File: src/rtl/cmn_iq_pkg.sv
// Shared helpers for the age-ordered issue queue.
// Pure declarations; no timing or flow control.
package cmn_iq_pkg;

    function automatic int IQ_IDX_W(input int n);
        return (n > 1) ? $clog2(n) : 1;
    endfunction

endpackage

File: src/rtl/cmn_age_matrix.sv
// Relative-age matrix: row i bit j set means entry i is younger than entry j.
// Updates one cycle after alloc_en; never stalls.
module cmn_age_matrix #(
    parameter int WIDTH = 8
) (
    input  logic                     clk,
    input  logic                     rst_n,
    input  logic                     alloc_en,
    input  logic [WIDTH-1:0]         v_alloc,
    output logic [WIDTH*WIDTH-1:0]   matrix
);

    logic [WIDTH*WIDTH-1:0] r_matrix;

    // A new entry is younger than every existing entry and than lower-index peers allocated alongside it.
    always_ff @(posedge clk or negedge rst_n) begin
        if (!rst_n) begin
            r_matrix <= '0;
        end else if (alloc_en) begin
            for (int i = 0; i < WIDTH; i++) begin
                for (int j = 0; j < WIDTH; j++) begin
                    if (v_alloc[i])
                        r_matrix[i*WIDTH+j] <= (i != j) && (!v_alloc[j] || (j < i));
                    else if (v_alloc[j])
                        r_matrix[i*WIDTH+j] <= 1'b0;
                end
            end
        end
    end

    assign matrix = r_matrix;

endmodule

File: src/rtl/cmn_oldest_sel.sv
// One-hot pick of the oldest ready entry from an age matrix.
// Purely combinational; no backpressure.
module cmn_oldest_sel #(
    parameter int N = 8
) (
    input  logic [N-1:0]   i_ready,
    input  logic [N*N-1:0] i_matrix,
    output logic [N-1:0]   o_oldest_oh
);

    always_comb begin
        for (int i = 0; i < N; i++)
            o_oldest_oh[i] = i_ready[i] & ~|(i_matrix[i*N +: N] & i_ready);
    end

endmodule

File: src/rtl/cmn_age_issue_queue.sv
// Issue queue: tag wakeup, oldest-ready select, one issue per cycle.
// Alloc/issue take effect at the next edge; flush overrides both.
module cmn_age_issue_queue
    import cmn_iq_pkg::*;
#(
    parameter int DEPTH  = 8,
    parameter int DATA_W = 32,
    parameter int TAG_W  = 6,
    parameter int NSRC   = 2,
    parameter int WAKE_N = 2
) (
    input  logic                          clk,
    input  logic                          rst_n,
    input  logic                          alloc_vld,
    output logic                          alloc_rdy,
    input  logic [DATA_W-1:0]             alloc_data,
    input  logic [NSRC*TAG_W-1:0]         alloc_src_tag,
    input  logic [NSRC-1:0]               alloc_src_rdy,
    input  logic [WAKE_N-1:0]             wake_vld,
    input  logic [WAKE_N*TAG_W-1:0]       wake_tag,
    output logic                          issue_vld,
    input  logic                          issue_rdy,
    output logic [DATA_W-1:0]             issue_data,
    output logic [IQ_IDX_W(DEPTH)-1:0]    issue_idx,
    input  logic                          flush,
    output logic [$clog2(DEPTH+1)-1:0]    count
);

    localparam int IDX_W = IQ_IDX_W(DEPTH);
    localparam int CNT_W = $clog2(DEPTH+1);

    typedef struct packed {
        logic                    valid;
        logic [DATA_W-1:0]       payload;
        logic [NSRC*TAG_W-1:0]   tags;
        logic [NSRC-1:0]         src_rdy;
    } iq_entry_t;

    iq_entry_t              r_ent [DEPTH];
    logic [CNT_W-1:0]       r_count;

    logic [DEPTH-1:0]       w_valid;
    logic [DEPTH-1:0]       w_ready;
    logic [DEPTH-1:0]       w_free_oh;
    logic [DEPTH-1:0]       w_sel_oh;
    logic [DEPTH*DEPTH-1:0] w_matrix;
    logic [NSRC-1:0]        w_wake_rdy [DEPTH];
    logic [NSRC-1:0]        w_alloc_src_rdy;
    logic                   w_alloc_fire;
    logic                   w_issue_fire;

    function automatic logic tag_hit(input logic [TAG_W-1:0]        tag,
                                     input logic [WAKE_N-1:0]       vld,
                                     input logic [WAKE_N*TAG_W-1:0] tags);
        logic hit;
        hit = 1'b0;
        for (int p = 0; p < WAKE_N; p++)
            hit = hit | (vld[p] && (tags[p*TAG_W +: TAG_W] == tag));
        return hit;
    endfunction

    always_comb begin
        for (int i = 0; i < DEPTH; i++) begin
            w_valid[i]    = r_ent[i].valid;
            w_ready[i]    = r_ent[i].valid & (&r_ent[i].src_rdy);
            w_wake_rdy[i] = r_ent[i].src_rdy;
            for (int k = 0; k < NSRC; k++)
                if (tag_hit(r_ent[i].tags[k*TAG_W +: TAG_W], wake_vld, wake_tag))
                    w_wake_rdy[i][k] = 1'b1;
        end
        for (int k = 0; k < NSRC; k++)
            w_alloc_src_rdy[k] = alloc_src_rdy[k]
                               | tag_hit(alloc_src_tag[k*TAG_W +: TAG_W], wake_vld, wake_tag);
    end

    // Lowest clear bit of the valid vector.
    assign w_free_oh    = ~w_valid & (w_valid + DEPTH'(1));
    assign alloc_rdy    = (|(~w_valid)) & ~flush;
    assign w_alloc_fire = alloc_vld & alloc_rdy;
    assign issue_vld    = |w_ready;
    assign w_issue_fire = issue_vld & issue_rdy & ~flush;
    assign count        = r_count;

    cmn_age_matrix #(.WIDTH(DEPTH)) u_age (
        .clk      (clk),
        .rst_n    (rst_n),
        .alloc_en (w_alloc_fire),
        .v_alloc  (w_free_oh),
        .matrix   (w_matrix)
    );

    cmn_oldest_sel #(.N(DEPTH)) u_sel (
        .i_ready     (w_ready),
        .i_matrix    (w_matrix),
        .o_oldest_oh (w_sel_oh)
    );

    always_comb begin
        issue_idx  = '0;
        issue_data = '0;
        for (int i = 0; i < DEPTH; i++) begin
            if (w_sel_oh[i]) begin
                issue_idx  = issue_idx | IDX_W'(i);
                issue_data = issue_data | r_ent[i].payload;
            end
        end
    end

    always_ff @(posedge clk or negedge rst_n) begin
        if (!rst_n) begin
            for (int i = 0; i < DEPTH; i++)
                r_ent[i] <= '0;
            r_count <= '0;
        end else begin
            for (int i = 0; i < DEPTH; i++) begin
                if (flush || (w_issue_fire && w_sel_oh[i])) begin
                    r_ent[i].valid   <= 1'b0;
                    r_ent[i].src_rdy <= '0;
                end else if (w_alloc_fire && w_free_oh[i]) begin
                    r_ent[i].valid   <= 1'b1;
                    r_ent[i].payload <= alloc_data;
                    r_ent[i].tags    <= alloc_src_tag;
                    r_ent[i].src_rdy <= w_alloc_src_rdy;
                end else if (r_ent[i].valid) begin
                    r_ent[i].src_rdy <= w_wake_rdy[i];
                end
            end
            if (flush)
                r_count <= '0;
            else
                r_count <= r_count + CNT_W'(w_alloc_fire) - CNT_W'(w_issue_fire);
        end
    end

endmodule
File: config.mk
export PLATFORM = sky130hd
export DESIGN_NAME = cmn_age_issue_queue
export DESIGN_NICKNAME = d
export VERILOG_FILES = /design/src/rtl/cmn_iq_pkg.sv /design/src/rtl/cmn_age_matrix.sv /design/src/rtl/cmn_oldest_sel.sv /design/src/rtl/cmn_age_issue_queue.sv
export SDC_FILE = /design/constraint.sdc
export NUM_CORES = 1
export LEC_CHECK = 0
export CAP_MARGIN = 25
export CORE_UTILIZATION = 45
export DETAILED_ROUTE_END_ITERATION = 10
export GPL_TIMING_DRIVEN = 1
export PLACE_DENSITY = 0.73
export SLEW_MARGIN = 20
export SYNTH_ARGS = -nofsm -noshare
export SYNTH_HDL_FRONTEND = slang
export SYNTH_HIERARCHICAL = 1
export SYNTH_SLANG_ARGS = --single-unit
File: constraint.sdc
create_clock -name clk -period 7.4 [get_ports clk]
set_input_delay 0.74 -clock clk [delete_from_list [all_inputs] [get_ports clk]]
set_output_delay 0.74 -clock clk [all_outputs]
set_load 0.03 [all_outputs]
==> After elaboration in Yosys (flattened, before gate mapping) <==
Cells that the tools add are included.
{ "classes": {"add_sub_neg": 3, "eq_ne": 36, "muxes": 136, "n_bitwise": 66, "n_reduce_logical": 205} }
{ "op_table": {"columns": ["op", "n"], "rows": [
  ["$mux 45", 8],
  ["$mux 32", 8],
  ["$or 32x32->32", 7],
  ["$eq 6x6->1", 36],
  ["$reduce_and 2->1", 60],
  ["$mux 1", 89],
  ["$reduce_or 8->1", 10],
  ["$reduce_bool 2->1", 36],
  ["$reduce_bool 3->1", 24],
  ["$and 8x8->8", 8],
  ["$logic_and 1x1->1", 52],
  ["$mux 2", 26],
  ["$and 1x1->1", 20],
  ["$or 1x1->1", 20],
  ["$logic_not 1->1", 15],
  ["$mux 3", 4],
  ["$not 1->1", 9],
  ["$add 8x1->8 const B", 1],
  ["$and 7x8->8", 1],
  ["$logic_or 1x1->1", 8],
  ["$not 8->8", 1],
  ["$add 4x1->4", 1],
  ["$mux 4", 1],
  ["$sub 4x1->4", 1]
]} }
{ "totals": {"reg_bits": 436, "output_inout_bits": 41, "wordCells": 515} }

==> Longest topological paths before layout <==
{ "logic_depth": {"ltp_word": 21, "depth_mapped": 13, "depth_no_buf": 11} }

==> Modules after synthesis <==
Netlist, hierarchy kept.
{ "modules_own_cells": {"columns": ["module", "n_inst", "cells_per_inst", "area_each_um2", "seq_area_each_um2"], "rows": [
  ["cmn_age_issue_queue", 1, 1549, 18477.7, 9509.1],
  ["cmn_age_matrix", 1, 146, 2064.5, 1401.3],
  ["cmn_oldest_sel", 1, 64, 424.2, 0.0]
]} }

==> Worst setup path after synthesis <==
Ideal clock, no wire load.
{ "synth_timing": {"path_type": "flip-flop to output port", "startpoint": "reg r_ent[46] (netlist name)", "endpoint": "out issue_data[21]", "t_arrival_ps": 2234, "required_time_ps": 6660, "slack_ps": 4426, "path_stages_with_launch": 11, "n_path_buf": 4, "path_cell_list": "dfrtp_1 > clkbuf_1 > and3_1 > buf_2 > a22oi_1 > nand2_1 > nor2_1 > clkbuf_1 > clkbuf_1 > a22oi_1 > nand4_1"} }
{ "synth_lines": {"columns": ["item", "line_no", "text"], "rows": [
  ["start: declaration", "cmn_age_issue_queue.sv:39", "iq_entry_t r_ent [DEPTH];"],
  ["$and 1x1->1 (*)", "cmn_age_issue_queue.sv:65", "w_ready[i] = r_ent[i].valid & (&r_ent[i].src_rdy);"],
  ["net w_ready[7]", "cmn_age_issue_queue.sv:43", "logic [DEPTH-1:0] w_ready;"],
  ["$and 8x8->8 (*)", "cmn_oldest_sel.sv:13", "o_oldest_oh[i] = i_ready[i] & ~|(i_matrix[i*N +: N] & i_ready);"],
  ["$reduce_or 8->1 (*)", "cmn_oldest_sel.sv:13", null],
  ["$logic_not 1->1 (*)", "cmn_oldest_sel.sv:13", null],
  ["$and 1x1->1 (*)", "cmn_oldest_sel.sv:13", null],
  ["net w_sel_oh[6]", "cmn_age_issue_queue.sv:45", "logic [DEPTH-1:0] w_sel_oh;"],
  ["$mux 32 (*)", "cmn_age_issue_queue.sv:102", "if (w_sel_oh[i]) begin"],
  ["$or 32x32->32", "cmn_age_issue_queue.sv:104", "issue_data = issue_data | r_ent[i].payload;"],
  ["$mux 32 (*)", "cmn_age_issue_queue.sv:102", null],
  ["end: declaration", "cmn_age_issue_queue.sv:23", "output logic [DATA_W-1:0] issue_data,"]
]} }
Mark *: on every way through the listed nets, which the timed path passes. The rest lies on a longest branch.

==> Final worst setup path <==
{ "layout_timing": {"startpoint": "reg r_ent[234] (netlist name)", "endpoint": "out issue_data[0]"} }
The elaborated chain is that of the path after synthesis.

==> out/metrics.csv <==
stage,metric,value,unit
synthesis,"flops & latches, synth",436,
run,Max-Cap Viols,0,
synthesis,ys async rst share,100,%
place,Placed Cells,2360,
synthesis,Synth Cell Area,0.0210,mm^2
final_layout,diode count,0,
global_route,global-route usage over all layers,24.6,%
floorplan,core area,0.0457,mm^2
final_layout,fin util,52.6,%
critical_path,FF-to-FF End,r_ent[183],
timing,period utilization,60.5,%
clocking,clk buf depth,3,
synthesis,top_reg_cell synth,dfrtp_1,
routing,vias per cell,5.97,
clocking,CTS buffer count,47,
power,peak supply drop,0.204,mV
floorplan,top-level I/O count,106,
critical_path,WP data required,6.66,ns
floorplan,Initial Utilization,45.9,%
final_layout,layout cells sized above 1,23.2,%
global_route,grt total ovfl,0,
routing,per-cell routed wire length,23.5,um
clocking,Post-CTS Setup Repair Bufs,0,
global_route,first-pass GRT wire length,89500,um
routing,Routed WL,57400,um
clocking,"Hold-fix buffers, CTS",0,
synthesis,Post-Syn Instances,1759,
outcome,status,finished clean,
critical_path,Worst Setup EP,issue_data[0],
clocking,CTS tree,done,
routing,DRT Pass-1 Iters,5,
critical_path,arrival time worst endpoint,3.74,ns
timing,Slew HR,39.6,%
timing,Pins Over Slew Limit,0,
synthesis,Synth warnings,6,
floorplan,standard-cell rows,78,
synthesis,syn avg cell area,11.9,um^2
timing,FMAX,0.223,GHz
timing,Final Skew,0.0115,ns
routing,vias,14600,
clocking,root buf cell,clkbuf_16,
place,PortBufs,105,
timing,Worst Tran Pin Value,0.906,ns
routing,# DRC,0,
synthesis,"EDFF count, synth",0,
min_path,Hold Path Class,in -> async,
clocking,CTS H-tree depth,2,
place,RePlAce Congestion,0.862,
synthesis,"Distinct cells, synth",55,
timing,setup violators final,0,
floorplan,die area,0.0475,mm^2
critical_path,r2r setup slk,3.53,ns
global_route,largest net degree at the start of global routing,166,
clocking,register clock-pin slew on the reported worst setup and hold paths,0.06,ns
clocking,quantity of gates resized following cts,0,
clocking,Clock Latency Late Sink,0.59,ns
routing,DRT iter0 DRCs,1078,
timing,post-layout min period,4.48,ns
critical_path,CP Launch Type,flip-flop,
critical_path,Crit. End Element,primary output,
critical_path,Setup CP Type,reg -> out,
critical_path,reg2reg start,r_ent[46],
timing,Hold Worst Slack,0.175,ns
critical_path,Critical Path Source,r_ent[234],
timing,Final Hold Vio Count,0,
critical_path,Reg2Reg Depth,7,
global_route,vias in the first global route,15100,
critical_path,Crit Path Max Fanout,34,
timing,setup TNS,0,ns
synthesis,"Seq/Total Area, Yosys",52.0,%
power,PD cells,233,mW/mm^2
timing,unrepaired setup endpoints after global routing,false,
global_route,initial antenna violation count,1,
routing,Antenna Nets Post-Route,0,
clocking,clk sinks,436,
floorplan,Die Y,218,um
final_layout,Non-Filler Instances,2446,
final_layout,nets,1880,
power,Pleak,0.0111,uW
place,DPL Wire Length,33000,um
floorplan,DIE WIDTH,218,um
final_layout,Area Overhead vs Synth,14.7,%
-- layout make-up --
| class | count | area [um^2] |
|---|---|---|
| fillers | 3922 | 21600 |
| well taps | 600 | 751 |
| inverters | 10 | 37.5 |
| clock buffers | 66 | 1380 |
| repair buffers | 140 | 1330 |
| flip-flops and latches | 436 | 10900 |
| clock inverters | 19 | 220 |
| multi-input cells | 1175 | 9420 |
-- flip-flops by register name, summed over array words and instances, names as in the netlist --
| name | flops |
|---|---|
| u_age/matrix | 56 |
| count | 4 |
| r_ent | 376 |
-- cell usage in the layout, fill, tap and decap left out, types with 5 or more instances in the layout --
| cell type | count |
|---|---|
| o21a_1 | 29 |
| nand3_1 | 13 |
| a22oi_1 | 148 |
| dfrtp_1 | 436 |
| a21oi_1 | 17 |
| or3_1 | 5 |
| clkbuf_1 | 6 |
| xor2_1 | 106 |
| mux2_2 | 264 |
| mux2_1 | 44 |
| clkbuf_16 | 47 |
| nand2_1 | 173 |
| xnor2_1 | 113 |
| nor3_1 | 13 |
| and2_2 | 6 |
| a21o_2 | 21 |
| conb_1 | 8 |
| nand4b_1 | 8 |
| nor2_1 | 17 |
| and3_1 | 9 |
| a21o_1 | 14 |
| nor2b_1 | 5 |
| buf_4 | 34 |
| clkdlybuf4s50_1 | 104 |
| inv_1 | 10 |
| clkinv_2 | 11 |
| nand4_1 | 58 |
| clkbuf_8 | 13 |
| or4_1 | 9 |
| nor4_1 | 34 |
| nor2_4 | 9 |
-- stage by stage --
step	instance area (um^2)	power (uW)	setup WS [ns]
finish	24000	5590	2.92
global route	24000	5780	2.81
detailed placement	22400	3200	3.42
global placement	22400	3180	3.47
CTS	24000	5630	2.97
floorplan	21000	3000	4.43
-- Yosys cell counts (2+ instances only) --
cell	number	area (um^2)
a21o_1	17	128
or4_1	9	67.6
and3_1	9	56.3
buf_4	13	97.6
or3_1	5	31.3
o21a_1	29	218
and2_4	2	17.5
a22oi_1	148	1110
nor2b_1	5	31.3
a21oi_2	2	17.5
nand2b_1	4	25.0
buf_6	12	135
nand2_1	175	657
and2_1	3	18.8
ha_1	4	50.1
nand4_1	58	363
a21oi_1	17	85.1
a21o_2	18	158
a41oi_1	4	35.0
a211oi_1	4	30.0
a22oi_2	2	25.0
buf_2	25	125
mux2_2	264	2970
buf_1	18	67.6
mux2_1	44	495
xor2_1	106	928
dfrtp_1	436	10900
nor3_1	13	65.1
inv_1	10	37.5
nor2_1	25	93.8
a221oi_1	4	35.0
o31ai_1	2	15.0
xnor2_1	113	990
nand4b_1	8	70.1
o221a_2	3	33.8
nand3_1	13	65.1
nor4_1	34	213
a31oi_1	2	12.5
and2_2	6	45.0
clkbuf_1	76	285
o21ai_0	3	15.0
-- cell families (layout without fill, tap and decap cells) --
kind of cell	Yosys count	in the layout	share of synthesized area, %
DFF	436	436	52.0
and+or+nand+nor	373	373	8.84
buffers and inverters	155	235	3.59
adders and majority gates	5	5	0.334
AOI/OAI and AO/OA	261	261	9.43
xor gates and xnor gates	219	219	9.15
other	1	8	0.0179
muxes	309	309	16.6
-- routing by layer --
layer  part of all wire [%]  routed length (um)  vias to the layer above  track usage (%)
met3                    6.5                3730                      146             4.70
li1                       -                   -                     6361                -
met1                     42               24300                     7597             32.4
met5                  0.023                  13                        -                0
met2                     47               27000                      505             39.5
met4                    4.0                2320                        2             10.9
-- worst min path at each step --
| stage | cells past startpoint | from | to |
|---|---|---|---|
| 2_1_floorplan | 0 | rst_n | count[0] |
| 5_1_grt | 1 | rst_n | r_ent[335] |
| 4_1_cts | 1 | rst_n | r_ent[335] |
| 3_3_place_gp | 2 | r_ent[279] | r_ent[279] |
| 6_report | 1 | rst_n | r_ent[341] |
| 3_5_place_dp | 2 | r_ent[275] | r_ent[275] |
-- report_power, final --
group,total [uW],switching [uW],internal [uW]
Sequential,2670,118,2550
Clock,2420,983,1440
Combinational,500,256,244
-- worst max-delay path, stage by stage, from the launching register on --
cell and delay (ns):
dfrtp_1 0.45, and3_1 0.38, a22oi_1 0.23, nand4b_1 0.18, nor2_4 0.28, buf_4 0.54
a22oi_1 0.18, nand4_1 0.18, clkdlybuf4s50_1 0.69
Power figures use the tool's default switching activity.
